==> src/rtl/npu_input_feeder.sv <==
// Byte-stream feeder for the NPU core: assembles 8-byte frames in a shadow buffer
// and launches each one into an active buffer that stays stable for the whole run.
module npu_input_feeder #(
    parameter int TIMEOUT_CYC = 1024
) (
    input  logic        CLKEXT,
    input  logic        RST_GLO,
    input  logic        SOFT_CLR,
    input  logic [7:0]  IN_DATA,
    input  logic        IN_VALID,
    output logic        IN_READY,
    output logic [7:0]  NPU_DA,
    output logic [7:0]  NPU_DB,
    output logic [7:0]  NPU_DC,
    output logic [7:0]  NPU_DD,
    output logic [15:0] NPU_BIAS_N1,
    output logic [15:0] NPU_BIAS_N2,
    output logic        NPU_START,
    input  logic        NPU_DONE,
    input  logic        NPU_BUSY,
    output logic        RUNNING,
    output logic [15:0] FRAME_CNT,
    output logic        TIMEOUT_ERR
);

    localparam int TW = $clog2(TIMEOUT_CYC);
    localparam logic [TW-1:0] TO_LAST = TW'(TIMEOUT_CYC - 1);

    typedef enum logic {
        IDLE = 1'b0,
        RUN  = 1'b1
    } state_t;

    state_t        state;
    state_t        state_nxt;
    logic [2:0]    byte_cnt;
    logic          shadow_full;
    logic [7:0]    shadow [8];
    logic [TW-1:0] to_cnt;
    logic [15:0]   frame_cnt;
    logic          take;
    logic          launch;
    logic          to_hit;
    logic          busy_unused;

    // BUSY is informational only; the handshake is driven purely by DONE.
    assign busy_unused = NPU_BUSY;

    assign IN_READY  = !shadow_full && !SOFT_CLR && !RST_GLO;
    assign take      = IN_VALID && IN_READY;
    assign launch    = (state == IDLE) && shadow_full && !SOFT_CLR;
    assign to_hit    = (to_cnt == TO_LAST);
    assign FRAME_CNT = frame_cnt;

    always_ff @(posedge CLKEXT) begin
        if (RST_GLO) state <= IDLE;
        else         state <= state_nxt;
    end

    // NOTE: default assignment first so no path through the case leaves state_nxt latched.
    always_comb begin
        state_nxt = state;
        unique case (state)
            IDLE:    if (launch) state_nxt = RUN;
            RUN:     if (NPU_DONE || to_hit) state_nxt = IDLE;
            default: state_nxt = IDLE;
        endcase
    end

    always_comb begin
        RUNNING = (state == RUN);
    end

    // NOTE: shadow bytes carry no reset; byte_cnt and shadow_full decide when they are meaningful.
    always_ff @(posedge CLKEXT) begin
        if (take) shadow[byte_cnt] <= IN_DATA;
    end

    always_ff @(posedge CLKEXT) begin
        if (RST_GLO) begin
            byte_cnt    <= 3'd0;
            shadow_full <= 1'b0;
            to_cnt      <= '0;
            frame_cnt   <= 16'd0;
            TIMEOUT_ERR <= 1'b0;
            NPU_START   <= 1'b0;
            NPU_BIAS_N1 <= 16'd0;
            NPU_BIAS_N2 <= 16'd0;
            NPU_DA      <= 8'd0;
            NPU_DB      <= 8'd0;
            NPU_DC      <= 8'd0;
            NPU_DD      <= 8'd0;
        end else begin
            NPU_START <= launch;

            if (take) begin
                byte_cnt <= byte_cnt + 3'd1;
                if (byte_cnt == 3'd7) shadow_full <= 1'b1;
            end

            if (launch) begin
                shadow_full <= 1'b0;
                to_cnt      <= '0;
                NPU_BIAS_N1 <= {shadow[1], shadow[0]};
                NPU_BIAS_N2 <= {shadow[3], shadow[2]};
                NPU_DA      <= shadow[4];
                NPU_DB      <= shadow[5];
                NPU_DC      <= shadow[6];
                NPU_DD      <= shadow[7];
            end else if (state == RUN && !NPU_DONE) begin
                to_cnt <= to_cnt + 1'b1;
            end

            // DONE takes priority over a coincident timeout.
            if (state == RUN) begin
                if (NPU_DONE)    frame_cnt   <= frame_cnt + 16'd1;
                else if (to_hit) TIMEOUT_ERR <= 1'b1;
            end

            if (SOFT_CLR) begin
                byte_cnt    <= 3'd0;
                shadow_full <= 1'b0;
                TIMEOUT_ERR <= 1'b0;
            end
        end
    end

endmodule

==> config.mk <==
export PLATFORM = sky130hd
export DESIGN_NAME = npu_input_feeder
export DESIGN_NICKNAME = d
export VERILOG_FILES = /design/src/rtl/npu_input_feeder.sv
export SDC_FILE = /design/constraint.sdc
export NUM_CORES = 1
export LEC_CHECK = 0
export ABC_AREA = 1
export CELL_PAD_IN_SITES_DETAIL_PLACEMENT = 2
export CELL_PAD_IN_SITES_GLOBAL_PLACEMENT = 2
export CORE_MARGIN = 8
export CORE_UTILIZATION = 41
export DETAILED_ROUTE_END_ITERATION = 16
export DONT_BUFFER_PORTS = 1
export PLACE_DENSITY_LB_ADDON = 0.2
export SYNTH_ARGS = -nofsm -noshare
export SYNTH_HDL_FRONTEND = slang
export SYNTH_SLANG_ARGS = --single-unit
==> constraint.sdc <==
create_clock -name CLKEXT -period 1.9 [get_ports CLKEXT]
set_input_delay 0.19 -clock CLKEXT [delete_from_list [all_inputs] [get_ports CLKEXT]]
set_output_delay 0.19 -clock CLKEXT [all_outputs]
set_load 0.01 [all_outputs]
# --- Yosys cells after proc, flatten, opt, wreduce, memory -nomap -nowiden ---
# Memory sizes are Yosys's and may differ from the RTL's. A register that Yosys moved wholly into a read port is not among the register bits.
# Cells that the tools add are included.
word_totals:
  register_bits: 33
  mem_bits_rw: 64
  out_inout_bits: 84
  word_cells: 37
  mem_count: 1
mem_list:
  columns: ["name", "depth", "width", "rd", "rd_clocked_by_memory_dff", "write_ports", "line_no", "source"]
  rows:
  - ["shadow", 8, 8, 8, 8, 1, "38", "logic [7:0] shadow [8];"]
classes:
  add_sub_neg: 3
  eq_ne: 2
  mux: 5
  bitwise_logic: 2
  n_reduce_logical: 17
ops:
  columns: ["op", "n"]
  rows:
  - ["$add A16 B1 Y16 const B", 1]
  - ["$add A10 B1 Y10 const B", 1]
  - ["$eq A10 B10 Y1 const B", 1]
  - ["$logic_and A1 B1 Y1", 6]
  - ["$logic_not A1 Y1", 4]
  - ["$mux W1", 4]
  - ["$reduce_and A2 Y1", 2]
  - ["$reduce_or A2 Y1", 2]
  - ["$add A3 B1 Y3 const B", 1]
  - ["$eq A3 B3 Y1 const B", 1]
  - ["$reduce_and A3 Y1", 1]
  - ["$reduce_or A3 Y1", 1]
  - ["$not A1 Y1", 2]
  - ["$pmux W1 S2", 1]
  - ["$logic_or A1 B1 Y1", 1]

# --- Depth between registers and ports, before layout ---
# Gate-level depths: netlist of run 1.
logic_depth:
  word_depth: 6
  depth_mapped: 9
  mapped_depth_nobuf: 9

# --- Least setup slack after synthesis of run 1 ---
# Ideal clock, no wire load.
synth_path:
  path_type: "in2reg"
  from: "input port RST_GLO"
  to: "memory shadow[5][0], enable pin"
  setup_time_ns: 0.383
  t_arrival_ns: 1.442
  required_ns: 1.517
  slack_ns: 0.075
  cell_stages: 8
  cell_sequence: "buf_6 inv_4 nand2_4 nor2_4 nand2_2 inv_1 nand2_1 nor3_1"
synth_between:
  elab_chain_cells: 5
synth_lines:
  columns: ["item", "line_no", "source"]
  rows:
  - ["start: declaration", "7", "input logic RST_GLO,"]
  - ["$logic_not A1 Y1", "49", "assign IN_READY = !shadow_full && !SOFT_CLR && !RST_GLO;"]
  - ["$logic_and A1 B1 Y1", "49", null]
  - ["via IN_READY", "11", "output logic IN_READY,"]
  - ["$logic_and A1 B1 Y1", "50", "assign take = IN_VALID && IN_READY;"]
  - ["$mux W1", "76", "if (take) shadow[byte_cnt] <= IN_DATA;"]
  - ["$mux W1 (implied by the code)", "76", null]
  - ["end: declaration", "38", null]
# The timed path passes the listed nets, and every way through them passes these cells.

# --- Worst setup path in the final report of run 1 ---
layout_path:
  from: "input port SOFT_CLR"
  to: "memory shadow[4][4], enable pin"
layout_between:
  elab_chain_cells: 6
layout_lines:
  columns: ["item", "line_no", "source"]
  rows:
  - ["start: declaration", "8", "input logic SOFT_CLR,"]
  - ["$logic_not A1 Y1", "49", null]
  - ["$logic_and A1 B1 Y1 (2 in series)", "49", null]
  - ["via IN_READY", "11", null]
  - ["$logic_and A1 B1 Y1", "50", null]
  - ["$mux W1", "76", null]
  - ["$mux W1 (implied by the code)", "76", null]
# The timed path passes the listed nets, and every way through them passes these cells.

==> impl_metrics.yaml, run 1 <==
logic_synthesis:
  synthArstFlopShare_pct: 0
  synth-edff-count: 64
  ys_types: 32
  ys_ff_latch: 161
  netlist.area_leader.share_pct: 35.37
  yosysTopAreaCell: "dfxtp_1"
  syn_inst: 440
  synth_area_leaders: "dfxtp_1, edfxtp_1, a22o_1"
  ys.warnings.count: 0
  syn-cell-area_um2: 5490
  yosys-top-cells-count: "dfxtp_1, a22o_1, edfxtp_1"
  ys_seq_area_share_pct: 70.37
  yosysMostFrequentCell: "dfxtp_1"
  synth_flop_cell: "dfxtp_1"
  syn_avg_cell_area_um2: 12.48
  synth_fp_nets: 458
route:
  drt_iter0_drc: 157
  via_count: 3503
  via_per_inst: 5.308
  drt_first_pass_iters: 4
  wirelength_um: 14330
  post-route-drc-count: 0
  drtAntennaViolNets: 0
  post_drt_wl_per_cell_um: 21.72
clock_tree:
  clk_latency_ns: 0.43
  ctsHoldBuffers: 17
  cts_tree: "done"
  cts_buffer_depth: 2
  root_buffer: "clkbuf_16"
  htree_levels: 4
  cts_resized: 0
  post_cts.repair.setup_buffers: 0
  numCtsBuffers: 17
  cts_sinks: 161
  cts.clk_slew.worst_paths_ns: 0.06
timing:
  fmax_ghz: 0.5812
  period_share_pct: 90.56
  worstMarginPinSlew_ns: 0.5522
  hold_viol_final: 0
  drv_slew: 0
  hold_ws_ns: 0.1193
  tns_ns: 0
  period_minus_slack_ns: 1.721
  clock_skew_ns: 0.007741
  setup_ws_ns: 0.1794
  rsz0062_at_grt: "false"
  slew_headroom_pct: 63.06
  setup_viol: 0
grt:
  grt_max_degree: 67
  antenna_found_initial: 3
  grt_pass1_wl_um: 22770
  gr-total-overflow: 0
  grt_usage_pct: 17.04
  grt_pass1_vias: 3907
pwr:
  ir_drop_uv: 684.1
  p_total_mw: 7.211
  p_leak_nw: 2.388
  power.density_nw_per_um2: 1113
die:
  fp.dieArea_um2: 17350
  rows: 42
  die_h_um: 131.7
  pin_count: 98
  core-area_um2: 13140
  start_util_pct: 41.79
  die_x_um: 131.7
setup_path:
  endpoint_kind: "flop"
  worst-setup-path-type: "in -> reg"
  cp-start-kind: "input port"
  path_max_fanout: 8
  worstPathRequired_ns: 2.03
  worst_ep_arrival_time_ns: 1.85
final_layout:
  design_area_um2: 6480
  utilization_pct: 49.32
  fillers: 1285
  fin_cells: 660
  final_nets: 489
  areaGrowthSynthToFinish_pct: 18.03
  antennaDiodeCount: 0
  drive_gt1_share_pct: 11.78
placement:
  place_congestion: 0.7336
  port_buffers: 0
  place_ws_ns: 0.2138
  placed_area_um2: 5702
  dp_hpwl_um: 9262
  dp.cells: 611
min_path:
  hp-class: "in -> reg"
job:
  cap_viol_max_count: 0
status:
  status: "finished clean"
==> cells by family (layout without fill, tap and decap cells) <==
kind of cell	after synthesis	in the layout	share of synthesized area [%]
compound gates	91	91	12.99
xor+xnor	4	4	0.6380
fa+ha+maj	4	4	0.9116
buf+inv	51	95	4.649
flops	161	161	70.37
simple gates	129	129	10.44
==> final cells by class <==
| class | instances | area (um^2) | area share, % |
|---|---|---|---|
| timing repair buffer | 28 | 277.8 | 4.287 |
| tap | 176 | 220.2 | 3.398 |
| sequential | 161 | 3864 | 59.63 |
| clock inverter | 12 | 140.1 | 2.163 |
| multi-input combinational | 228 | 1376 | 21.24 |
| inverter | 35 | 133.9 | 2.066 |
| clock buffer | 20 | 467.9 | 7.221 |
==> sequential cells by signal (all words and copies together) (netlist names) <==
name,count
shadow,64
FRAME_CNT,16
NPU_BIAS_N1,16
NPU_BIAS_N2,16
to_cnt,10
NPU_DA,8
NPU_DB,8
NPU_DC,8
NPU_DD,8
byte_cnt,3
NPU_START,1
RUNNING,1
TIMEOUT_ERR,1
shadow_full,1
==> critical path: stages <==
cell and delay (ns):
dlygate4sd3_1 0.56, inv_2 0.11, nand2_4 0.06, nor2_4 0.14
nand2_2 0.13, or2_4 0.29, nor3_2 0.15, buf_4 0.21
==> power by group <==
group	internal (mW)	switching (mW)	total (mW)
clock network	1.98	1.50	3.48
registers	3.59	0.00390	3.60
logic	0.0420	0.0929	0.135
total	5.61	1.60	7.21
==> cell usage in the layout, fill, tap and decap left out, types with 3 or more instances in the layout <==
| cell | synthesis | final |
|---|---|---|
| nor3_1 | 8 | 8 |
| a22o_1 | 64 | 64 |
| edfxtp_1 | 64 | 64 |
| o21ai_0 | 7 | 7 |
| xor2_1 | 4 | 4 |
| dlygate4sd3_1 | 0 | 17 |
| nand4_1 | 3 | 3 |
| clkbuf_16 | 0 | 18 |
| buf_4 | 1 | 9 |
| inv_8 | 0 | 4 |
| dfxtp_1 | 97 | 97 |
| nand2_1 | 51 | 51 |
| a21oi_1 | 14 | 14 |
| ha_1 | 4 | 4 |
| nor2_1 | 43 | 43 |
| nand3_1 | 13 | 13 |
| inv_1 | 31 | 31 |
==> path summary, 6_finish.rpt <==
check | startpoint | to | slack (ns) | cells after the start
setup / recovery | SOFT_CLR | shadow[4][4] | 0.18 | 8
hold / removal | RST_GLO | NPU_START | 0.12 | 2
setup reg to reg | FRAME_CNT[0] | FRAME_CNT[14] | 0.25 | 7
hold reg to reg | shadow[3][5] | NPU_BIAS_N2[13] | 0.48 | 1
==> per-layer routing <==
metal  vias to the layer above  GRT usage (%)  share of wire [%]  routed length [um]
li1                       1616              -                  -                   -
met3                        29          7.965                8.3                1189
met2                        88          28.01                 49                7010
met5                         -              0               0.25                  36
met1                      1764          18.90                 41                5846
met4                         6          6.445                1.7                 250
Note: power is estimated with default switching activity, not from simulation.
==> run 2: changes to the inputs <==
--- a/config.mk
+++ b/config.mk
@@ -9,10 +9,10 @@
 export CELL_PAD_IN_SITES_DETAIL_PLACEMENT = 2
 export CELL_PAD_IN_SITES_GLOBAL_PLACEMENT = 2
 export CORE_MARGIN = 8
-export CORE_UTILIZATION = 41
+export CORE_UTILIZATION = 35
 export DETAILED_ROUTE_END_ITERATION = 16
-export DONT_BUFFER_PORTS = 1
 export PLACE_DENSITY_LB_ADDON = 0.2
+export SETUP_SLACK_MARGIN = 0.4
 export SYNTH_ARGS = -nofsm -noshare
 export SYNTH_HDL_FRONTEND = slang
 export SYNTH_SLANG_ARGS = --single-unit
==> impl_metrics.yaml, run 2 (synthesized netlist as in run 1, its figures left out) <==
status:
  status: "finished clean"
timing:
  slew_headroom_pct: 61.59
  period_minus_slack_ns: 1.449
  clock_skew_ns: 0.006272
  drv_slew: 0
  rsz0062_at_grt: "true"
  period_share_pct: 76.28
  worstMarginPinSlew_ns: 0.5744
  hold_viol_final: 0
  fmax_ghz: 0.6900
  setup_viol: 0
die:
  rows: 45
  die_h_um: 141.2
  core-area_um2: 15260
  die_x_um: 141.2
  start_util_pct: 35.98
  fp.dieArea_um2: 19950
  pin_count: 98
final_layout:
  largest_reg_flops: 64
  final_common_cell: "dfxtp_1"
  layout_common_cells: "dfxtp_1, dlygate4sd2_1, a22o_1, edfxtp_1, nand2_1"
  design_area_um2: 7365
  antennaDiodeCount: 0
  fillers: 1526
  areaGrowthSynthToFinish_pct: 34.14
  final_nets: 574
  max_flop_register: "shadow"
  drive_gt1_share_pct: 13.56
clock_tree:
  cts_sinks: 161
  clk_latency_ns: 0.42
  cts_buffer_depth: 2
  cts_tree: "done"
  ctsHoldBuffers: 0
  root_buffer: "clkbuf_16"
  numCtsBuffers: 17
  cts.clk_slew.worst_paths_ns: 0.06
  htree_levels: 4
setup_path:
  crit_chain: "nand3b_2 > nand2_4 > inv_2 > buf_12 > a22o_1"
  slowest_delay_ns: 0.35
  worst-setup-path-type: "reg -> reg"
  worst_ep_arrival_time_ns: 1.75
  cp-endpoint: "NPU_BIAS_N2[3]"
  worstPathRequired_ns: 2.20
  cp-start-kind: "flop"
  r2r_slack_ns: 0.45
  slowest_stage: "dfxtp_1"
  startpoint: "RUNNING"
  endpoint_kind: "flop"
  r2r-start: "RUNNING"
  r2r_end: "NPU_BIAS_N2[3]"
  path_max_fanout: 50
  r2r_cells: 5
route:
  post-route-drc-count: 0
  drtAntennaViolNets: 0
  via_count: 3805
  wirelength_um: 15310
  via_per_inst: 4.884
  drt_iter0_drc: 134
  post_drt_wl_per_cell_um: 19.65
  drt_first_pass_iters: 4
pwr:
  p_total_mw: 7.190
  ir_drop_uv: 596.5
  p_leak_nw: 3.086
  power.density_nw_per_um2: 976.2
job:
  cap_viol_max_count: 0
grt:
  grt_max_degree: 51
  grt_pass1_vias: 4239
  gr-total-overflow: 0
  grt_pass1_wl_um: 23800
  grt_usage_pct: 15.65
  antenna_found_initial: 0
min_path:
  hold_depth: 5
  hp-class: "in -> reg"
placement:
  placed_area_um2: 6804
  dp_hpwl_um: 10620
  place_congestion: 0.7340
  port_buffers: 96
[run 2: changes by cell type in the layout (fill, tap and decap cells not counted), sizes merged, moves of 5 or more]
cell | before | now
clkbuf | 20 | 25
dlygate4sd2 | 0 | 83
clkdlybuf4s50 | 0 | 11
inv | 41 | 34
dlygate4sd3 | 17 | 0
buf | 11 | 17
[run 2: stage by stage]
stage | TNS, ns | utilization, % | hold WS, ns | cells | setup WS, ns
after global placement | -1.389 | 44.59 | 0.4299 | 747 | -0.08934
after floorplan | 0 | - | 0.2889 | 440 | 0.3252
after global routing | 0 | 48.27 | 0.2606 | 779 | 0.3560
after CTS | 0 | 47.90 | 0.4301 | 778 | 0.3445
after detailed placement | -3.137 | 44.59 | 0.4568 | 747 | -0.1111
final | 0 | 48.27 | 0.2414 | 779 | 0.4507
[run 2: final cells by class]
cell class	count	area, um^2	share of cell area (%)
inverter	35	138.9	1.886
sequential	161	3869	52.53
clock buffer	25	538.0	7.305
timing repair buffer	113	1025	13.91
multi-input combinational	228	1461	19.84
clock inverter	6	68.82	0.9344
tap	211	264.0	3.585
[run 2: what timing repair did]
item | in CTS | in global routing
pin swaps | 0 | 1
setup buffers | 0 | 1
cloned | 0 | 0
endpoints found under the setup margin | 119 | 73
resized for setup | 86 | 16
[run 2: worst min-delay path by stage]
stage                    endpoint       start  slack, ns
floorplan            shadow[0][0]  IN_DATA[0]       0.29
global placement        to_cnt[8]   to_cnt[8]       0.43
detailed placement      to_cnt[8]   to_cnt[8]       0.46
CTS                 FRAME_CNT[10]     RST_GLO       0.43
global route          byte_cnt[0]    SOFT_CLR       0.26
finish                byte_cnt[0]    SOFT_CLR       0.24
[run 2: worst max-delay path, delay by kind of cell, from the launching register on]
kind / cells / cell delay, ns
and+or+nand+nor: 2 / 0.46
buffers and inverters: 2 / 0.28
AOI/OAI and AO/OA: 1 / 0.22
DFF: 1 / 0.35
[run 2: layer usage]
metal	global-route usage (%)	part of all wire (%)
met5	0	0
met4	5.260	1.4
met3	4.693	4.9
met2	28.16	52
met1	17.23	42
[run 2: report_power, final]
part / switching [mW] / internal [mW]
combinational: 0.104 / 0.0510
clock: 1.34 / 2.10
sequential: 0.00401 / 3.60
total: 1.44 / 5.75
==> run 3: changes to the inputs <==
--- a/config.mk
+++ b/config.mk
@@ -9,7 +9,7 @@
 export CELL_PAD_IN_SITES_DETAIL_PLACEMENT = 2
 export CELL_PAD_IN_SITES_GLOBAL_PLACEMENT = 2
 export CORE_MARGIN = 8
-export CORE_UTILIZATION = 35
+export CORE_UTILIZATION = 31
 export DETAILED_ROUTE_END_ITERATION = 16
 export PLACE_DENSITY_LB_ADDON = 0.2
 export SETUP_SLACK_MARGIN = 0.4
==> constraint.sdc (replaced) <==
create_clock -name CLKEXT -period 1.2 [get_ports CLKEXT]
set_input_delay 0.12 -clock CLKEXT [delete_from_list [all_inputs] [get_ports CLKEXT]]
set_output_delay 0.12 -clock CLKEXT [all_outputs]
set_load 0.01 [all_outputs]
==> impl_metrics.yaml, run 3 (synthesized netlist as in run 1, its figures left out) <==
status:
  status: "complete, but fails checks"
  violations: "negative setup slack"
placement:
  dp.cells: 788
  place_ws_ns: -0.6975
  place_congestion: 0.7544
  dp_hpwl_um: 11050
  placed_area_um2: 7272
  port_buffers: 96
final_layout:
  design_area_um2: 9487
  drive_gt1_share_pct: 63.94
  antennaDiodeCount: 0
  final_common_cell: "buf_6"
  max_flop_register: "shadow"
  layout_common_cells: "buf_6, buf_4, dfxtp_2"
  final_nets: 701
  fin_cells: 921
  areaGrowthSynthToFinish_pct: 72.79
  utilization_pct: 54.85
  largest_reg_flops: 64
die:
  core-area_um2: 17300
  start_util_pct: 31.74
  fp.dieArea_um2: 22220
  pin_count: 98
  rows: 48
  die_h_um: 149.1
  die_x_um: 149.1
route:
  via_count: 4557
  dr_wl_met3_um: 1198
  wl_met1_um: 9472
  wirelength_um: 24170
  drt_iter0_drc: 189
  post_drt_wl_per_cell_um: 26.25
  top_layer: "met4"
  drt_first_pass_iters: 4
  post-route-drc-count: 0
  wl_met2_um: 12920
  drtAntennaViolNets: 0
  via_per_inst: 4.948
setup_path:
  crit_chain: "nor2_4 > nand2_4 > or2_4 > nor3_4 > buf_12"
  startpoint: "shadow_full"
  worst-setup-path-type: "reg -> reg"
  cp.buffers_inverters: 1
  endpoint_kind: "flop"
  cp-start-kind: "flop"
  critPathTopFamily: "simple AND/OR/NAND/NOR gates"
  slowest_delay_ns: 0.35
  worstPathRequired_ns: 1.35
  worst_ep_arrival_time_ns: 1.68
  path_max_fanout: 8
  r2r-start: "shadow_full"
  slowest_stage: "dfxtp_2"
timing:
  fmax_ghz: 0.6542
  setup_ws_ns: -0.3285
  period_minus_slack_ns: 1.528
  worstMarginPinSlew_ns: 0.4901
  drv_slew: 0
  rsz0062_at_grt: "true"
  period_share_pct: 127.4
  setup_viol: 158
  slew_headroom_pct: 67.22
  hold_viol_final: 0
  clock_skew_ns: 0.005665
pwr:
  ir_drop_uv: 1006
  swShare_pct: 24.58
  power.share.clock_pct: 46.4
  p_int_mw: 8.504
  pwr-share-seq_pct: 50.1
  power_switching_mw: 2.771
  power.density_nw_per_um2: 1189
  p_leak_nw: 3.860
  pwr-share-comb_pct: 3.5
min_path:
  hp-class: "in -> reg"
  min_from: "RST_GLO"
clock_tree:
  cts_buffer_depth: 2
  clk_latency_ns: 0.43
  ctsHoldBuffers: 0
  htree_levels: 4
  cts_tree: "done"
  cts_sinks: 161
  numCtsBuffers: 17
  root_buffer: "clkbuf_16"
  cts.clk_slew.worst_paths_ns: 0.07
job:
  cap_viol_max_count: 0
grt:
  antenna_found_initial: 0
  gr-total-overflow: 0
  grt_pass1_wl_um: 32460
  grt_usage_pct: 19.70
  grt_max_degree: 26
  grt_pass1_vias: 5057
[run 3: cell types whose count changed in the layout (fill, tap and decap cells not counted), sizes merged]
| cell | before | now |
|---|---|---|
| dlygate4sd2 | 83 | 1 |
| bufbuf | 0 | 4 |
| clkinv | 5 | 4 |
| dlymetal6s2s | 1 | 0 |
| clkdlybuf4s15 | 1 | 0 |
| clkbuf | 25 | 20 |
| bufinv | 1 | 0 |
| buf | 17 | 224 |
| clkinvlp | 1 | 2 |
| inv | 34 | 41 |
[run 3: per-stage QoR]
| step | setup TNS [ns] | total power, mW | hold WS, ns |
|---|---|---|---|
| floorplan | -12.23 | 5.922 | 0.2189 |
| global placement | -69.40 | 6.090 | 0.4287 |
| detailed placement | -76.42 | 6.099 | 0.4481 |
| CTS | -22.32 | 11.11 | 0.3128 |
| global route | -39.54 | 11.53 | 0.3448 |
| finish | -32.38 | 11.27 | 0.3433 |
[run 3: path summary, 6_finish.rpt]
| kind | endpoint | slack, ns | cells past startpoint |
|---|---|---|---|
| min | FRAME_CNT[10] | 0.34 | 3 |
| min reg2reg | NPU_BIAS_N2[9] | 0.48 | 1 |
| max | shadow[4][4] | -0.33 | 5 |
| max reg2reg | shadow[4][4] | -0.33 | 5 |
[run 3: cell type report]
class / count / area [um^2]
Tap cell: 225 / 281.5
Inverter: 35 / 171.4
Timing Repair Buffer: 240 / 2534
Sequential cell: 161 / 4026
Fill cell: 1549 / 7810
Clock inverter: 12 / 97.59
Multi-Input combinational cell: 228 / 1939
Clock buffer: 20 / 436.7
[run 3: power by group through the flow]
stage	combinational (mW)	clock, mW	sequential (mW)
global route	0.411	5.47	5.65
global placement	0.282	0	5.81
finish	0.395	5.23	5.65
floorplan	0.114	0	5.81
CTS	0.336	5.10	5.67
detailed placement	0.290	0	5.81
[run 3: worst reg2reg max path: stages (launching register included)]
cell	delay, ns
dfxtp_2	0.35
nor2_4	0.15
nand2_4	0.08
or2_4	0.29
nor3_4	0.22
buf_12	0.17
[run 3: metal layers]
metal / vias to the layer above / GRT usage [%]
li1: 2053 / -
met1: 2335 / 22.28
met2: 134 / 35.75
met3: 35 / 4.035
met4: 0 / 7.370
met5: - / 0
[run 3: timing repair]
action / CTS / global route
resized for setup: 558 / 71
pin swaps: 26 / 43
gates cloned: 6 / 0
buffers inserted: 58 / 37
setup endpoints to repair: 245 / 245
==> RTL change 1, RTL diff (flow settings as in run 3) <==
`TIMEOUT_CYC`: 1024 -> 2048.
--- a/src/rtl/npu_input_feeder.sv
+++ b/src/rtl/npu_input_feeder.sv
@@ -3,3 +3,3 @@
 module npu_input_feeder #(
-    parameter int TIMEOUT_CYC = 1024
+    parameter int TIMEOUT_CYC = 2048
 ) (
Check against the original RTL: same outputs for any inputs over 10 cycles, from zero or initial values and one cycle with RST_GLO high; that may be too few to reach the edited logic, so the function may still have changed.
==> RTL change 1 against run 3 <==
Worst setup slack better by 0.058 ns. Worst hold slack got worse by 0.14 ns. Highest routed layer unchanged. Largest cell class unchanged. The flow still finishes with violations (setup timing). Wire length fell by 5.9%. Sequential cell count is 1 higher. Synthesized area rose by 2.3%. Design area is 2.5% higher. Final cell count rose by 3.9%. Critical endpoint is now shadow[6][7]$_DFFE_PP_. Non-clock buffer count is 11 higher. Core utilization shrank 0.51 points. Total power up 7.5%. Clock skew increased by 0.0099 ns.
==> RTL change 1: results <==
[run_status]
outcome = "finished with violations"
violations = "setup timing"

[global_routing]
grt_max_degree = 34
grt_met1_use_pct = 21.6
grt_busiest_layer = "met2"
grt_util_met3_pct = 3.16
global_route_wire_length_before_repair_um = 31200
gr-usage-all-layers_pct = 18.6
first_global_vias = 5031
initial_antenna_violation_count = 0
met2_usage_pct = 33.4

[logic_synthesis]
asyncSetResetFlopFracSynth_pct = 0
yosysWarningCount = 0
syn_avg_cell_area_um2 = 12.2
synth_edf_count = 64
post_synth_num_cell_types = 27
synth.area.top_cells = "sky130_fd_sc_hd__dfxtp_1, sky130_fd_sc_hd__edfxtp_1, sky130_fd_sc_hd__a22o_1, sky130_fd_sc_hd__nand2_1, sky130_fd_sc_hd__nor2_1"
synthTopCellsByCount = "sky130_fd_sc_hd__dfxtp_1, sky130_fd_sc_hd__a22o_1, sky130_fd_sc_hd__edfxtp_1, sky130_fd_sc_hd__nand2_1, sky130_fd_sc_hd__nor2_1"
synth.yosys.seq_area_share_pct = 69.1
postSynthNetCount = 477

[pwr]
ir_drop_mv = 0.827
switching_power_mw = 2.87
power_leakage_nw = 3.94

[worst_setup_path]
rr_worst_depth = 4
timing.rr.end = "shadow[6][7]$_DFFE_PP_"
critPathArrivalTime_ns = 1.62
timing.reg2reg.setup_slack_ns = -0.27
crit_path_end = "shadow[6][7]$_DFFE_PP_"
worstSetupPathType = "reg -> reg"
r2r-start = "byte_cnt[2]$_SDFFE_PP0P_"
worstPathMaxFanout = 8

[sta]
clock-skew-final_ns = 0.0156
maxSlewViolCount = 0
tightestPinTransition_ns = 0.398
finalSetupViolCount = 156
fin_tns_setup_ns = -20.79
setup_ws_ns = -0.270

[place]
placedCellCount = 815
post-place-ws_ns = -0.659
numPortBuffers = 96
place_area_um2 = 7390
dpl.hpwl_um = 11200
gp_congestion = 0.732

[final_layout]
antenna-diode-count = 0
final_layout_size_suffix_gt1_share_pct = 62.0
nFillCells = 1654
max_flop_register = "shadow"
post_layout_nonfiller_instances = 957
layout.nets = 733
largest_register_ffs = 64

[routing]
number_of_iterations_in_the_first_detailed_routing_pass = 4
initial_detailed_routing_violation_count = 156
route.vias.total = 4648
routed_wirelength_um = 22800

[clocking]
cts_max_path_buffers = 2
cts.htree.levels = 4
clockRootBuffer = "sky130_fd_sc_hd__clkbuf_16"
clk_pin_slew_ns = 0.08

[worst_hold_path]
hold_path_class = "in -> reg"
[RTL change 1: timing repair]
action                                 in CTS  in global routing
endpoints found under the hold margin       0                  0
gates cloned                               10                  0
setup buffers                              64                 36
resized for setup                         558                 58
pin swaps                                  27                 20
hold buffers                                0                  0
setup endpoints to repair                 246                246
[RTL change 1: worst min-delay path by stage]
stage	depth (start not counted)	slack (ns)	from	endpoint
floorplan	1	0.18	RST_GLO	FRAME_CNT[0]$_SDFFE_PP0P_
CTS	3	0.22	RST_GLO	FRAME_CNT[2]$_SDFFE_PP0P_
global placement	1	0.45	shadow[5][1]$_DFFE_PP_	NPU_DB[1]$_SDFFE_PP0P_
detailed placement	2	0.46	TIMEOUT_ERR$_SDFFE_PP0P_	TIMEOUT_ERR$_SDFFE_PP0P_
global route	3	0.22	NPU_DONE	FRAME_CNT[1]$_SDFFE_PP0P_
finish	3	0.20	NPU_DONE	FRAME_CNT[1]$_SDFFE_PP0P_
[RTL change 1: stage by stage]
step	power [mW]	hold WS, ns	util [%]
2_1_floorplan	5.94	0.183	-
5_1_grt	12.4	0.220	54.3
3_3_place_gp	6.13	0.452	41.3
4_1_cts	12.0	0.217	51.4
3_5_place_dp	6.13	0.459	41.3
6_report	12.1	0.199	54.3
[RTL change 1: layer usage]
| metal | up-vias | share of wire (%) | wire, um |
|---|---|---|---|
| li1 | 2130 | - | - |
| met1 | 2368 | 39 | 8900 |
| met2 | 117 | 55 | 12500 |
| met3 | 33 | 3.7 | 837 |
| met4 | 0 | 2.3 | 526 |
| met5 | - | 0 | 0 |
[RTL change 1: power groups by stage]
stage	sequential (mW)	clock (mW)	combinational, mW
6_report	5.68	5.97	0.472
5_1_grt	5.68	6.24	0.489
4_1_cts	5.69	5.86	0.434
3_5_place_dp	5.84	0	0.298
3_3_place_gp	5.84	0	0.291
2_1_floorplan	5.83	0	0.110
[RTL change 1: cell families (layout without fill, tap and decap cells)]
kind of cell    Yosys count  in the layout  share of synthesized area (%)
xor+xnor                  3              3                          0.468
simple gates            142            142                           11.3
buf+inv                  54            323                           5.44
fa+ha+maj                 4              4                          0.891
flops                   162            162                           69.1
compound gates           94             94                           12.7
[RTL change 1: cell type report]
type | count | share of cell area (%)
clock buffers | 18 | 4.41
clock inverters | 14 | 1.97
well taps | 229 | 2.95
repair buffers | 251 | 27.5
repair inverters | 1 | 0.0643
flip-flops and latches | 162 | 41.6
inverters | 39 | 1.79
multi-input cells | 243 | 19.7
[RTL change 1: critical path, stage by stage (launching register included)]
cell and delay, ns:
sky130_fd_sc_hd__dfxtp_1 0.45, sky130_fd_sc_hd__inv_1 0.16, sky130_fd_sc_hd__buf_4 0.19, sky130_fd_sc_hd__nor3_4 0.23, sky130_fd_sc_hd__buf_12 0.16
==> RTL change 2, RTL diff (config.mk and constraints of run 3) <==
Made on the original files. Reset style: asynchronous (`RST_GLO`), changed in 2 clocked blocks.
--- a/src/rtl/npu_input_feeder.sv
+++ b/src/rtl/npu_input_feeder.sv
@@ -54,3 +54,3 @@
 
-    always_ff @(posedge CLKEXT) begin
+    always_ff @(posedge CLKEXT or posedge RST_GLO) begin
         if (RST_GLO) state <= IDLE;
@@ -78,3 +78,3 @@
 
-    always_ff @(posedge CLKEXT) begin
+    always_ff @(posedge CLKEXT or posedge RST_GLO) begin
         if (RST_GLO) begin
Function: differs if RST_GLO is asserted again (counterexample within 10 cycles, from zero or initial values and one cycle with RST_GLO high); with RST_GLO held inactive, the same outputs for 10 cycles.
==> RTL change 2 against run 3 <==
The run still ends with setup timing left. Wire length rose by 8.5%. Die area rose by 9.5%. Global-route usage fell by 1.2 points. Sequential cell count did not move. Worst setup slack got worse by 0.046 ns. Design area rose by 5.7%. Worst hold slack improved by 0.00087 ns. Total power rose by 5.3%. Synthesized area rose by 11%. Sequential share of layout area rose by 1.0 points. Core utilization fell by 3.0 points.
==> RTL change 2: results <==
[logic_synthesis]
asyncSetResetFlopFracSynth_pct = 60.2
synthTopCellsByCount = "sky130_fd_sc_hd__nand2_1, sky130_fd_sc_hd__dfrtp_1, sky130_fd_sc_hd__edfxtp_1, sky130_fd_sc_hd__inv_1, sky130_fd_sc_hd__nor2_1"
synth_top_area_share_pct = 40.0
synth_instances = 544
postSynthNetCount = 562
post_synth_num_cell_types = 29

[die]
design.core.area_um2 = 19300

[final_layout]
nFillCells = 1878
buffers = 242
final_layout_size_suffix_gt1_share_pct = 51.9
post_layout_nonfiller_instances = 1070
multiInputGateArea_um2 = 2220
signal_buffer_area_fraction_pct = 23.9
layout.nets = 810
inv_count = 36
clock_distribution_area_overhead_in_the_final_layout_pct = 5.65

[run_status]
outcome = "finished with violations"
violations = "setup timing"

[global_routing]
first_global_vias = 5631
global_route_wire_length_before_repair_um = 33700
grt_met1_use_pct = 21.6
met2_usage_pct = 32.8
grt_util_met3_pct = 4.02

[sta]
fin_tns_setup_ns = -43.59
setup_ws_ns = -0.374
finalSetupViolCount = 163
max-slew-margin-rel_pct = 65.3
timing.hold.ws_ns = 0.344

[routing]
avgRoutedWirePerCell_um = 24.5
met2WireLength_um = 14300
vias_per_cell = 4.69

[pwr]
p_int_mw = 8.76
power_sequential_mw = 5.83
post-layout-total-power_mw = 11.9
power_leakage_nw = 5.04

[clocking]
post_cts_resized = 395

[place]
placedCellCount = 923
post-place-ws_ns = -0.665
gp_congestion = 0.782
place_area_um2 = 7770
dpl.hpwl_um = 12000

[worst_setup_path]
max_stage_delay_ns = 0.45
crit_path_end = "NPU_BIAS_N2[9]$_DFFE_PP0P_"
crit_path_top_delay_cell = "sky130_fd_sc_hd__dfrtp_1"
## RTL change 2: cell types whose count changed after synthesis, moves of 4 or more
cell                              run 3  this run
sky130_fd_sc_hd__a21oi_1             14         7
sky130_fd_sc_hd__a22o_1              64         0
sky130_fd_sc_hd__buf_2                4        11
sky130_fd_sc_hd__buf_6                7         3
sky130_fd_sc_hd__clkbuf_1             4         0
sky130_fd_sc_hd__dfrtp_1              0        97
sky130_fd_sc_hd__dfxtp_1             97         0
sky130_fd_sc_hd__nand2_1             51       239
sky130_fd_sc_hd__nand2_2              1         6
sky130_fd_sc_hd__nand3_1             13         9
sky130_fd_sc_hd__nor2_1              43        28
sky130_fd_sc_hd__nor3_1               8         4
sky130_fd_sc_hd__xnor2_1              0         7
## RTL change 2: logic make-up (layout without fill, tap and decap cells)
group	count (synthesis)	in the layout	synth area share, %
xor+xnor	12	12	1.73
flops	161	161	71.6
simple gates	302	302	20.7
mux	1	1	0.185
buf+inv	49	310	3.67
compound gates	15	15	1.32
fa+ha+maj	4	4	0.824
